`src/rtl/instr_loader_pkg.sv`:
```
// ---------------------------------------------------------------------------
// instr_loader_pkg
// Shared definitions for the instruction-RAM program loader:
//   - loader FSM state encoding
//   - bytes per 32-bit word and the width of the byte counter
//   - width of the word counters (image length and write index)
// ---------------------------------------------------------------------------
package instr_loader_pkg;

    typedef enum logic [2:0] {
        ST_IDLE   = 3'd0,
        ST_HDR    = 3'd1,
        ST_DATA   = 3'd2,
        ST_CSUM   = 3'd3,
        ST_VERIFY = 3'd4,
        ST_CHECK  = 3'd5,
        ST_DONE   = 3'd6,
        ST_ERROR  = 3'd7
    } ld_state_e;

    localparam int BYTES_PER_WORD = 4;
    localparam int BCNT_W         = $clog2(BYTES_PER_WORD);

    // Must hold the largest accepted image length (MAX_WORDS) and, during
    // read-back, the index one past the last word.
    localparam int WCNT_W         = 13;

endpackage : instr_loader_pkg

```
`src/rtl/instr_loader_byte_packer.sv`:
```
// ---------------------------------------------------------------------------
// byte_packer
// Assembles four stream bytes into one little-endian 32-bit word (first
// byte lands in bits [7:0]).  word/word_valid are presented combinationally
// in the cycle the fourth byte is accepted, so the consumer can register the
// word on that same clock edge.
//
// Ports:
//   clk        in   1   clock
//   rst_n      in   1   synchronous active-low reset
//   clr        in   1   restart assembly at byte 0 (load start)
//   byte_in    in   8   stream byte
//   byte_valid in   1   byte_in is transferred this cycle
//   word       out  32  assembled word (valid when word_valid)
//   word_valid out  1   one-cycle strobe on the fourth byte
// ---------------------------------------------------------------------------
module byte_packer
    import instr_loader_pkg::*;
(
    input  logic        clk,
    input  logic        rst_n,
    input  logic        clr,
    input  logic [7:0]  byte_in,
    input  logic        byte_valid,
    output logic [31:0] word,
    output logic        word_valid
);

    logic [BCNT_W-1:0] cnt_q, cnt_d;
    logic [23:0]       sh_q,  sh_d;

    always_ff @(posedge clk) begin
        if (!rst_n) begin
            cnt_q <= '0;
            sh_q  <= '0;
        end else begin
            cnt_q <= cnt_d;
            sh_q  <= sh_d;
        end
    end

    always_comb begin
        cnt_d = cnt_q;
        sh_d  = sh_q;
        if (clr) begin
            cnt_d = '0;
        end else if (byte_valid) begin
            // Newest byte enters at the top; after three bytes sh_q holds
            // {b2, b1, b0} and the fourth byte completes the word.
            sh_d  = {byte_in, sh_q[23:8]};
            cnt_d = cnt_q + BCNT_W'(1);
        end
    end

    assign word       = {byte_in, sh_q};
    assign word_valid = byte_valid && !clr && (cnt_q == BCNT_W'(BYTES_PER_WORD - 1));

endmodule : byte_packer

```
`src/rtl/instr_loader.sv`:
```
// ---------------------------------------------------------------------------
// instr_loader
// Fills the instruction RAM through its port B from a byte stream (usually
// the UART receiver).  Image format, little-endian throughout:
//   4-byte word count N | N data words | 4-byte checksum (XOR of all words)
// Each completed data word is written with a single-cycle web pulse at
// BASE_WADDR + k.  The CPU is held (cpu_hold) while the load is in progress.
//
// Optional feature, macro LOADER_READBACK_VERIFY_EN:
//   after the checksum the loader re-reads all N words over port B and the
//   final comparison uses the XOR of the read-back data instead of the XOR
//   of the received words.  Without the macro doutb is not used.
//
// Parameters:
//   BASE_WADDR  word address of the first image word
//   MAX_WORDS   largest accepted image length in words
//
// Ports:
//   clk       in   1   clock
//   rst_n     in   1   synchronous active-low reset
//   start     in   1   pulse that begins a load (ignored while busy)
//   in_data   in   8   stream byte
//   in_valid  in   1   in_data valid
//   in_ready  out  1   loader accepts a byte this cycle
//   web       out  1   port-B write enable
//   addrb     out  30  port-B word address
//   dinb      out  32  port-B write data
//   doutb     in   32  port-B read data, one cycle after addrb
//   busy      out  1   load in progress
//   cpu_hold  out  1   same as busy
//   done      out  1   load finished with matching checksum (level)
//   error     out  1   bad length or checksum mismatch (level)
// ---------------------------------------------------------------------------
module instr_loader
    import instr_loader_pkg::*;
#(
    parameter logic [29:0] BASE_WADDR = 30'h0,
    parameter int          MAX_WORDS  = 4096
) (
    input  logic        clk,
    input  logic        rst_n,
    input  logic        start,
    input  logic [7:0]  in_data,
    input  logic        in_valid,
    output logic        in_ready,
    output logic        web,
    output logic [29:0] addrb,
    output logic [31:0] dinb,
    input  logic [31:0] doutb,
    output logic        busy,
    output logic        cpu_hold,
    output logic        done,
    output logic        error
);

    localparam logic [31:0] MAX_WORDS_U = MAX_WORDS;

    ld_state_e         state_q, state_d;
    logic [WCNT_W-1:0] n_q,     n_d;      // image length in words
    logic [WCNT_W-1:0] k_q,     k_d;      // write index / read-back index
    logic [31:0]       acc_q,   acc_d;    // running XOR
    logic [31:0]       exp_q,   exp_d;    // checksum from the stream
    logic              web_q,   web_d;
    logic [29:0]       addrb_q, addrb_d;
    logic [31:0]       dinb_q,  dinb_d;

    logic        start_acc;
    logic        pk_byte_valid;
    logic [31:0] pk_word;
    logic        pk_valid;

    // A start is only honoured when no load is running; it also restarts
    // the byte packer so a partial word from an earlier stream is dropped.
    assign start_acc = start && !busy;

    // Bytes accepted in ERROR are swallowed and never reach the packer.
    assign pk_byte_valid = in_valid && in_ready &&
                           ((state_q == ST_HDR) || (state_q == ST_DATA) ||
                            (state_q == ST_CSUM));

    byte_packer u_packer (
        .clk        (clk),
        .rst_n      (rst_n),
        .clr        (start_acc),
        .byte_in    (in_data),
        .byte_valid (pk_byte_valid),
        .word       (pk_word),
        .word_valid (pk_valid)
    );

    // ---------------- state register ----------------
    always_ff @(posedge clk) begin
        if (!rst_n) begin
            state_q <= ST_IDLE;
            n_q     <= '0;
            k_q     <= '0;
            acc_q   <= '0;
            exp_q   <= '0;
            web_q   <= 1'b0;
            addrb_q <= BASE_WADDR;
            dinb_q  <= '0;
        end else begin
            state_q <= state_d;
            n_q     <= n_d;
            k_q     <= k_d;
            acc_q   <= acc_d;
            exp_q   <= exp_d;
            web_q   <= web_d;
            addrb_q <= addrb_d;
            dinb_q  <= dinb_d;
        end
    end

    // ---------------- next-state / datapath ----------------
    always_comb begin
        state_d = state_q;
        n_d     = n_q;
        k_d     = k_q;
        acc_d   = acc_q;
        exp_d   = exp_q;
        web_d   = 1'b0;          // write enable is always a single-cycle pulse
        addrb_d = addrb_q;
        dinb_d  = dinb_q;

        case (state_q)
            ST_IDLE, ST_DONE, ST_ERROR: begin
                if (start) begin
                    state_d = ST_HDR;
                    k_d     = '0;
                    acc_d   = '0;
                end
            end

            ST_HDR: begin
                if (pk_valid) begin
                    if ((pk_word != 32'd0) && (pk_word <= MAX_WORDS_U)) begin
                        n_d     = WCNT_W'(pk_word);
                        state_d = ST_DATA;
                    end else begin
                        state_d = ST_ERROR;
                    end
                end
            end

            ST_DATA: begin
                if (pk_valid) begin
                    web_d   = 1'b1;
                    // 30-bit add: wraps modulo 2^30 past the top of the space
                    addrb_d = BASE_WADDR + 30'(k_q);
                    dinb_d  = pk_word;
                    acc_d   = acc_q ^ pk_word;
                    k_d     = k_q + WCNT_W'(1);
                    if (k_q == n_q - WCNT_W'(1)) begin
                        state_d = ST_CSUM;
                    end
                end
            end

            ST_CSUM: begin
                if (pk_valid) begin
                    exp_d = pk_word;
`ifdef LOADER_READBACK_VERIFY_EN
                    state_d = ST_VERIFY;
                    acc_d   = '0;
                    k_d     = '0;
                    addrb_d = BASE_WADDR;
`else
                    state_d = ST_CHECK;
`endif
                end
            end

`ifdef LOADER_READBACK_VERIFY_EN
            // Cycle k presents address BASE+k; the data for BASE+k-1 arrives
            // on doutb in the same cycle, so cycle 0 has nothing to fold in
            // and cycle N only folds in the last word: N+1 cycles in total.
            ST_VERIFY: begin
                if (k_q != '0) begin
                    acc_d = acc_q ^ doutb;
                end
                if (k_q == n_q) begin
                    state_d = ST_CHECK;
                end else begin
                    k_d     = k_q + WCNT_W'(1);
                    addrb_d = BASE_WADDR + 30'(k_q + WCNT_W'(1));
                end
            end
`endif

            ST_CHECK: begin
                state_d = (acc_q == exp_q) ? ST_DONE : ST_ERROR;
            end

            default: begin
                state_d = ST_IDLE;
            end
        endcase
    end

    // ---------------- outputs ----------------
    always_comb begin
        in_ready = 1'b0;
        busy     = 1'b0;
        done     = 1'b0;
        error    = 1'b0;
        case (state_q)
            ST_HDR, ST_DATA, ST_CSUM: begin
                in_ready = 1'b1;
                busy     = 1'b1;
            end
            ST_VERIFY, ST_CHECK: busy     = 1'b1;
            ST_DONE:             done     = 1'b1;
            ST_ERROR: begin
                in_ready = 1'b1;
                error    = 1'b1;
            end
            default: ;
        endcase
    end

    assign cpu_hold = busy;
    assign web      = web_q;
    assign addrb    = addrb_q;
    assign dinb     = dinb_q;

`ifndef LOADER_READBACK_VERIFY_EN
    logic unused_doutb;
    assign unused_doutb = ^doutb;
`endif

endmodule : instr_loader
```
`config.mk`:
```
export PLATFORM = sky130hd
export DESIGN_NAME = instr_loader
export DESIGN_NICKNAME = d
export VERILOG_FILES = /design/src/rtl/instr_loader_pkg.sv /design/src/rtl/instr_loader_byte_packer.sv /design/src/rtl/instr_loader.sv
export SDC_FILE = /design/constraint.sdc
export NUM_CORES = 1
export LEC_CHECK = 0
export CAP_MARGIN = 20
export CELL_PAD_IN_SITES_DETAIL_PLACEMENT = 1
export CELL_PAD_IN_SITES_GLOBAL_PLACEMENT = 2
export CORE_UTILIZATION = 33
export CTS_CLUSTER_DIAMETER = 60
export CTS_CLUSTER_SIZE = 12
export DETAILED_ROUTE_END_ITERATION = 12
export PLACE_DENSITY = 0.86
export SYNTH_ARGS = -nofsm -noshare
export SYNTH_HDL_FRONTEND = slang
export SYNTH_HIERARCHICAL = 1
export SYNTH_SLANG_ARGS = --single-unit
export TNS_END_PERCENT = 1
```
`constraint.sdc`:
```
create_clock -name clk -period 3.33 [get_ports clk]
set_input_delay 0.666 -clock clk [delete_from_list [all_inputs] [get_ports clk]]
set_output_delay 0.666 -clock clk [all_outputs]
set_load 0.01 [all_outputs]
```
==> impl_metrics.yaml, run 1 <==
finish:
  syn2layout_area_growth_pct: 18.86
  diodes: 0
  layout-drive-gt1-share_pct: 6.638
  multiInputGateArea_sq_um: 3756
  seq_area_sq_um: 3303
  finalNetCount: 953
  nFillCells: 2567
  fin_util_pct: 40.31
clock_tree:
  clk_latency_ns: 0.43
  postCtsSetupBuffers: 0
  clock-root-buffer: "clkbuf_16"
  h-tree-depth: 4
  cts_tree: "yes"
  cts_buffers: 17
  cts.clk_slew.worst_paths_ns: 0.06
  hold_buffers: 0
  clk_path_buf_depth: 2
  cts_repair_resize_count: 0
  cts_sinks: 165
worst_setup_path:
  cp-start-kind: "primary input"
  r2r_slack_ns: 0.55
  cp.arrival_ns: 3.09
  path_class: "in -> reg"
  cp_max_fo: 29
  crit_start: "start"
  rr_startpoint: "state_q[1]$_SDFFE_PN0P_"
  cp.required_ns: 3.63
  cp-end-kind: "flip-flop"
floorplan:
  pin_count: 112
  rows: 54
  fp.dieW_microns: 152.5
  initial_core_util_pct: 33.92
  design.core.area_sq_um: 22030
  dieArea_sq_um: 23250
  die_h_microns: 152.5
sta:
  fin_crit_sh_pct: 83.83
  finClkSkew_ns: 0.01109
  setup_viol: 0
  fmax_mhz: 358.2
  final_critical_path_setup_slack_ns: 0.5383
  slew_viol_final: 0
  post-route-min-period_ns: 2.792
  worstMarginPinSlew_ns: 0.5849
  slew_headroom_pct: 61.01
  rsz0062_at_grt: "false"
  finalHoldViolations: 0
  finalSetupTns_ns: 0
worst_hold_path:
  holdCritPathClass: "reg -> reg"
  hold_path_startpoint: "addrb[11]$_SDFFE_PN0P_"
yosys:
  synth_top_area_share_pct: 44.21
  ys_ff_latch: 165
  synthMuxAreaShare_pct: 5.510
  synth-simple-area-share_pct: 22.34
  synthArstFlopShare_pct: 0
  synth_top_area_cell: "dfxtp_1"
  synthAdderAreaFrac_pct: 0.5024
  synthTopCellsByArea: "dfxtp_1, nand2_1, a21boi_0"
  synth_edf_count: 0
  syn-cell-area_sq_um: 7471
  synthCells: 872
  synth_top_family_by_area: "simple AND/OR/NAND/NOR gates"
  ys_warn_count: 6
  synth.distinct_cells: 46
  synth-compound-area-share_pct: 9.898
  syn_area_per_cell_sq_um: 8.568
  synthFlopType: "dfxtp_1"
  synth_xor_area_share_pct: 11.02
  synth.yosys.seq_area_share_pct: 44.21
global_routing:
  grt_pass1_wl_microns: 32420
  track_usage_pct: 17.75
  grt_max_degree: 74
  grt_antenna_before_repair: 0
  grt_use_met3_pct: 3.441
  first_global_vias: 6026
  overflow: 0
  met1_usage_pct: 22.49
  met2_usage_pct: 30.57
  grt-busiest-layer: "met2"
power:
  cellLeakagePower_nw: 3.155
  design_power_total_mw: 4.873
  p_per_area_nw_per_um2: 548.8
  irDropWorstVdd_mv: 0.3658
outcome:
  outcome: "finished clean"
drt:
  drt_first_pass_iters: 6
  wl_per_cell_microns: 16.41
  drc: 0
  drt_wl_total_microns: 19680
  dr_total_vias: 5827
  first_iter_violations: 247
  viasPerCell: 4.860
  ant_nets: 0
place:
  dp_hpwl_microns: 12830
  pre_cts_ws_ns: 0.1135
  io_buffers: 62
  place_congestion: 0.7694
run:
  cap_violations: 0
## flip-flops by register name (all words and copies together), names as in the netlist
signal / cells
state_q: 3
u_packer/sh_q: 24
dinb: 32
k_q: 13
acc_q: 32
web: 1
u_packer/cnt_q: 2
addrb: 13
exp_q: 32
n_q: 13
## layout make-up
class                   count  area share, %
repair buffers             78          8.877
inverters                   9         0.3804
flip-flops and latches    165          37.20
clock buffers              21          5.073
multi-input cells         635          42.30
clock inverters            11          2.226
well taps                 280          3.945
## layer usage
layer / vias to the layer above / wire length, microns
li1: 2867 / -
met5: - / 0
met4: 0 / 210
met3: 21 / 504
met1: 2860 / 9302
met2: 79 / 9664
## synthesized netlist by cell type, types with 6 or more instances
cell      instances
nand2_1         236
buf_4            26
nor2_1           61
a21boi_0         78
nor3_1            6
inv_1             9
mux2i_1          40
xor2_1           51
nor4_1           11
xnor2_1          43
nand3_1          10
nor2b_1          14
clkbuf_1         43
dfxtp_1         165
nand4_1          14
## final timing paths
check | to | cells past startpoint
worst max-delay path | acc_q[31]$_SDFFE_PN0P_ | 10
worst min register to register | addrb[11]$_SDFFE_PN0P_ | 2
worst min-delay path | addrb[11]$_SDFFE_PN0P_ | 2
worst max register to register | acc_q[31]$_SDFFE_PN0P_ | 12
## worst max-delay path: stages
cell and delay, ns:
clkdlybuf4s50_1 0.53, and2_1 0.25, nor2b_4 0.12, and2_1 0.30
mux2_2 0.21, a32o_1 0.23, buf_4 0.39, nand2_1 0.13
xor2_1 0.20, nor2_1 0.06
## cell usage in the layout, fill, tap and decap left out, types with 5 or more instances in the layout
cell type,Yosys,layout
a21boi_0,78,78
a21oi_1,5,5
and2_1,5,5
buf_4,26,13
bufinv_16,0,5
clkbuf_16,0,17
clkdlybuf4s50_1,0,61
conb_1,1,17
dfxtp_1,165,165
inv_1,9,9
mux2i_1,40,40
nand2_1,236,236
nand3_1,10,9
nand4_1,14,14
nor2_1,61,61
nor2b_1,14,14
nor3_1,6,6
nor4_1,11,11
o21ai_0,5,5
xnor2_1,43,43
xor2_1,51,51
## through the flow
stage          std cells  hold WS, ns  instance area (sq um)
2_1_floorplan        888       0.4553                   7531
3_3_place_gp        1167       0.4519                   8232
3_5_place_dp        1167       0.4580                   8232
4_1_cts             1199       0.4666                   8880
5_1_grt             1199       0.4850                   8880
6_report            1199       0.4602                   8880
## report_power, final
part           internal, mW  leakage, nW  switching [mW]
Combinational         0.253         1.51           0.381
Sequential             2.01         1.33          0.0445
Clock                  1.36        0.312           0.823
Total                  3.62         3.16            1.25
## kinds of logic (layout without fill, tap and decap cells)
| family | count (synthesis) | in the layout |
|---|---|---|
| AND/OR/NAND/NOR | 380 | 380 |
| flip-flops | 165 | 165 |
| AO/OA/AOI/OAI | 100 | 100 |
| XOR/XNOR | 94 | 94 |
| buffers and inverters | 88 | 119 |
| multiplexers | 41 | 41 |
| adder cells (fa/ha/maj) | 3 | 3 |
| other | 1 | 17 |
No activity file was read; power rests on OpenSTA's default activity.
==> inputs of run 2 (changes only) <==
==> constraint.sdc (replaced) <==
create_clock -name clk -period 2.65 [get_ports clk]
set_input_delay 0.53 -clock clk [delete_from_list [all_inputs] [get_ports clk]]
set_output_delay 0.53 -clock clk [all_outputs]
set_load 0.01 [all_outputs]
==> run 2 against run 1 <==
Net effect:
- power is 22% higher
- critical path type is now reg -> reg
- highest routed layer unchanged
- cell area up 1.2%
- critical path depth rose by 2
- via count fell by 0.10%
- sequential share of layout area decreased by 0.41 points
- clock-buffer cell count up 1
- non-clock buffer count is 15 higher
==> impl_metrics.yaml, run 2 (same netlist as run 1, synthesis figures left out) <==
drt:
  dr_total_vias: 5821
  drc: 0
  wl_per_cell_microns: 16.39
  first_iter_violations: 303
  viasPerCell: 4.803
  ant_nets: 0
  drt_wl_total_microns: 19860
  drt_first_pass_iters: 6
floorplan:
  design.core.area_sq_um: 22030
  initial_core_util_pct: 33.92
  die_h_microns: 152.5
  pin_count: 112
  dieArea_sq_um: 23250
  rows: 54
  fp.dieW_microns: 152.5
finish:
  finalNetCount: 968
  syn2layout_area_growth_pct: 20.23
  layout-drive-gt1-share_pct: 8.691
  multiInputGateArea_sq_um: 3789
  seq_area_sq_um: 3304
  final_common_cell: "nand2_1"
  nFillCells: 2581
  final_cells: 1212
  diodes: 0
  final_cell_mix: "nand2_1, dfxtp_1, a21boi_0"
clock_tree:
  clock-root-buffer: "clkbuf_16"
  clk_path_buf_depth: 2
  cts_tree: "yes"
  cts_buffers: 17
  h-tree-depth: 4
  hold_buffers: 0
  cts_sinks: 165
  cts.clk_slew.worst_paths_ns: 0.06
  clk_latency_ns: 0.43
place:
  place_congestion: 0.7656
  io_buffers: 62
  pre_cts_ws_ns: -0.1552
  dp_hpwl_microns: 13290
  dpl.cell_count: 1182
sta:
  worstMarginPinSlew_ns: 0.5200
  whs_ns: 0.4621
  fmax_mhz: 418.9
  finalHoldViolations: 0
  slew_viol_final: 0
  slew_headroom_pct: 65.01
  finalSetupTns_ns: 0
  rsz0062_at_grt: "false"
  post-route-min-period_ns: 2.387
  final_critical_path_setup_slack_ns: 0.2629
  setup_viol: 0
  fin_crit_sh_pct: 90.08
  finClkSkew_ns: 0.01155
power:
  design_power_total_mw: 5.924
  irDropWorstVdd_mv: 0.3599
  p_per_area_nw_per_um2: 659.5
  cellLeakagePower_nw: 3.214
run:
  cap_violations: 0
worst_setup_path:
  path_class: "reg -> reg"
  cp-end-kind: "flip-flop"
  cp.required_ns: 2.96
  cp_max_fo: 32
  cp.arrival_ns: 2.70
  cp-start-kind: "flip-flop"
global_routing:
  grt_use_met3_pct: 3.413
  track_usage_pct: 18.06
  grt_max_degree: 53
  grt-busiest-layer: "met2"
  grt_antenna_before_repair: 0
  first_global_vias: 6206
  met2_usage_pct: 31.93
  met1_usage_pct: 22.25
  grt_pass1_wl_microns: 33000
  overflow: 0
outcome:
  outcome: "finished clean"
worst_hold_path:
  holdCritPathClass: "reg -> reg"
-- run 2: cell count changes in the layout (fill, tap and decap cells not counted), sizes merged --
cell,before,now
clkinv,4,3
buf,17,32
clkbuf,21,22
bufinv,5,2
inv,10,9
clkinvlp,1,3
-- run 2: what timing repair did --
action | 4_1_cts | 5_1_grt
setup endpoints to repair | 0 | 3
buffers inserted | 0 | 0
resized for setup | 0 | 1
-- run 2: worst paths after layout --
kind                           startpoint  slack [ns]                    end  depth (start not counted)
setup / recovery  state_q[0]$_SDFFE_PN0P_        0.26  acc_q[7]$_SDFFE_PN0P_                         12
hold / removal      dinb[13]$_SDFFE_PN0P_        0.46  dinb[13]$_SDFFE_PN0P_                          2
setup reg to reg  state_q[0]$_SDFFE_PN0P_        0.26  acc_q[7]$_SDFFE_PN0P_                         12
hold reg to reg     dinb[13]$_SDFFE_PN0P_        0.46  dinb[13]$_SDFFE_PN0P_                          2
-- run 2: layout make-up --
class                   instances  share of cell area, %
flip-flops and latches        165                  36.79
clock buffers                  22                  5.279
well taps                     280                  3.900
inverters                       9                 0.3761
clock inverters                 8                  1.128
multi-input cells             635                  42.18
repair buffers                 93                  10.35
-- run 2: critical path, stage by stage, from the launching register on --
cell     delay, ns
dfxtp_1       0.35
nor2_4        0.20
inv_1         0.06
o21ai_1       0.17
and2_4        0.19
nor2b_4       0.04
and2_4        0.15
mux2_4        0.25
a32o_1        0.26
buf_6         0.21
nand2_1       0.13
xor2_1        0.19
nor2_1        0.05
-- run 2: metal layers --
metal / share of wire, % / wire length, microns
met2: 49 / 9827
met4: 1.0 / 208
met3: 3.0 / 589
met5: 0 / 0
met1: 47 / 9237
-- run 2: power by group --
part	switching, mW	total, mW	internal (mW)	leakage, nW
combinational	0.500	0.870	0.370	1.61
sequential	0.0623	2.60	2.53	1.33
clock	1.01	2.46	1.45	0.274
-- run 2: through the flow --
step / util, % / cell area [sq um]
after floorplan: - / 7609
after global placement: 38.15 / 8403
after detailed placement: 38.15 / 8403
after CTS: 40.76 / 8979
after global routing: 40.78 / 8982
final: 40.78 / 8982
==> inputs of run 3 (changes only) <==
--- a/config.mk
+++ b/config.mk
@@ -5,6 +5,7 @@
 export SDC_FILE = /design/constraint.sdc
 export NUM_CORES = 1
 export LEC_CHECK = 0
+export ABC_CLOCK_PERIOD_IN_PS = 2650
 export CAP_MARGIN = 20
 export CELL_PAD_IN_SITES_DETAIL_PLACEMENT = 1
 export CELL_PAD_IN_SITES_GLOBAL_PLACEMENT = 2
@@ -12,6 +13,7 @@
 export CTS_CLUSTER_DIAMETER = 60
 export CTS_CLUSTER_SIZE = 12
 export DETAILED_ROUTE_END_ITERATION = 12
+export MAX_ROUTING_LAYER = met4
 export PLACE_DENSITY = 0.86
 export SYNTH_ARGS = -nofsm -noshare
 export SYNTH_HDL_FRONTEND = slang
==> run 3 against run 2 <==
Net effect:
- critical path depth unchanged
- sequential share of layout area stayed put
- maximum frequency grew 0.24%
- die area stayed put
==> impl_metrics.yaml, run 3 (same netlist as run 1, synthesis figures left out) <==
clock_tree:
  clock-root-buffer: "clkbuf_16"
  cts.clk_slew.worst_paths_ns: 0.06
  cts_sinks: 165
  clk_latency_ns: 0.43
  cts_tree: "yes"
  h-tree-depth: 4
  clk_path_buf_depth: 2
  cts_buffers: 17
sta:
  fmax_mhz: 419.9
  slew_viol_final: 0
  post-route-min-period_ns: 2.381
  fin_crit_sh_pct: 89.86
  rsz0062_at_grt: "false"
  finClkSkew_ns: 0.01239
  final_critical_path_setup_slack_ns: 0.2686
  setup_viol: 0
  worstMarginPinSlew_ns: 0.5082
  slew_headroom_pct: 65.81
  finalHoldViolations: 0
  whs_ns: 0.4621
finish:
  diodes: 0
  stdcell_area_sq_um: 8982
  layout-drive-gt1-share_pct: 8.691
  final_cell_mix: "nand2_1, dfxtp_1, a21boi_0"
  syn2layout_area_growth_pct: 20.23
  final_cells: 1212
  finalNetCount: 968
  final_common_cell: "nand2_1"
place:
  pre_cts_ws_ns: -0.1552
  dp_hpwl_microns: 13290
  placedInstanceArea_sq_um: 8403
  place_congestion: 0.7758
  dpl.cell_count: 1182
  io_buffers: 62
drt:
  ant_nets: 0
  first_iter_violations: 299
  wl_per_cell_microns: 16.45
  drc: 0
  drt_first_pass_iters: 6
  drt_wl_total_microns: 19940
  viasPerCell: 4.826
  dr_total_vias: 5849
worst_setup_path:
  rr_worst_depth: 12
  cp-end-kind: "flip-flop"
  r2r_slack_ns: 0.27
  path_class: "reg -> reg"
  cp_max_fo: 32
  cp-start-kind: "flip-flop"
  cp.required_ns: 2.97
  reg2reg_to: "acc_q[7]$_SDFFE_PN0P_"
  cp.arrival_ns: 2.70
  rr_startpoint: "state_q[0]$_SDFFE_PN0P_"
global_routing:
  first_global_vias: 6191
  grt_pass1_wl_microns: 33020
  grt_antenna_before_repair: 0
  track_usage_pct: 18.67
  overflow: 0
  grt_max_degree: 53
worst_hold_path:
  min_to: "dinb[13]$_SDFFE_PN0P_"
  holdCritPathClass: "reg -> reg"
  hold_depth: 2
  hold_path_startpoint: "dinb[13]$_SDFFE_PN0P_"
floorplan:
  rows: 54
  fp.dieW_microns: 152.5
  design.core.area_sq_um: 22030
  die_h_microns: 152.5
  pin_count: 112
  initial_core_util_pct: 33.92
  dieArea_sq_um: 23250
outcome:
  outcome: "finished clean"
power:
  design_power_total_mw: 5.928
  irDropWorstVdd_mv: 0.3643
  cellLeakagePower_nw: 3.214
  p_per_area_nw_per_um2: 659.9
run:
  cap_violations: 0
## run 3: cell counts in the layout (fill, tap and decap cells not counted)
No cell type changed its count.
## run 3: critical path, cell delays in order (launching register included)
cell	delay, ns
dfxtp_1	0.35
nor2_4	0.20
inv_1	0.06
o21ai_1	0.17
and2_4	0.19
nor2b_4	0.04
and2_4	0.15
mux2_4	0.25
a32o_1	0.26
buf_6	0.21
nand2_1	0.13
xor2_1	0.18
nor2_1	0.05
## run 3: repair_timing
| item | in CTS | in global routing |
|---|---|---|
| endpoints found under the setup margin | 0 | 3 |
| buffers inserted | 0 | 0 |
| hold buffers | 0 | 0 |
| gates resized for setup | 0 | 1 |
## run 3: layout make-up
cell class              count  area, sq um
well taps                 280        350.3
clock inverters             8        101.3
repair buffers             93        929.6
inverters                   9        33.78
flip-flops and latches    165         3304
clock buffers              22        474.2
multi-input cells         635         3789
fillers                  2581        13040
## run 3: worst max-delay path by stage
stage,start,endpoint,slack [ns],cells past startpoint
floorplan,state_q[1]$_SDFFE_PN0P_,k_q[5]$_SDFFE_PN0P_,0.01,17
global placement,in_valid,state_q[0]$_SDFFE_PN0P_,-0.09,10
global route,state_q[0]$_SDFFE_PN0P_,acc_q[26]$_SDFFE_PN0P_,0.07,12
finish,state_q[0]$_SDFFE_PN0P_,acc_q[7]$_SDFFE_PN0P_,0.27,12
CTS,state_q[0]$_SDFFE_PN0P_,acc_q[7]$_SDFFE_PN0P_,0.17,12
detailed placement,in_valid,acc_q[7]$_SDFFE_PN0P_,-0.16,10
## run 3: report_power, final
part	switching, mW	internal [mW]	leakage [nW]	total [mW]
Sequential	0.0626	2.53	1.33	2.60
Clock	1.01	1.45	0.274	2.46
Combinational	0.501	0.370	1.61	0.870
Total	1.57	4.35	3.21	5.93
## run 3: per-stage QoR
step	setup TNS, ns	util (%)
5_1_grt	0	40.78
4_1_cts	0	40.76
3_3_place_gp	-1.773	38.15
6_report	0	40.78
2_1_floorplan	0	-
3_5_place_dp	-3.232	38.15
## run 3: routing by layer
layer	vias up	part of all wire, %	track usage, %
met1	2853	47	22.27
met2	88	49	31.95
li1	2892	-	-
met3	16	3.1	3.868
met5	-	0	-
met4	0	0.84	4.810
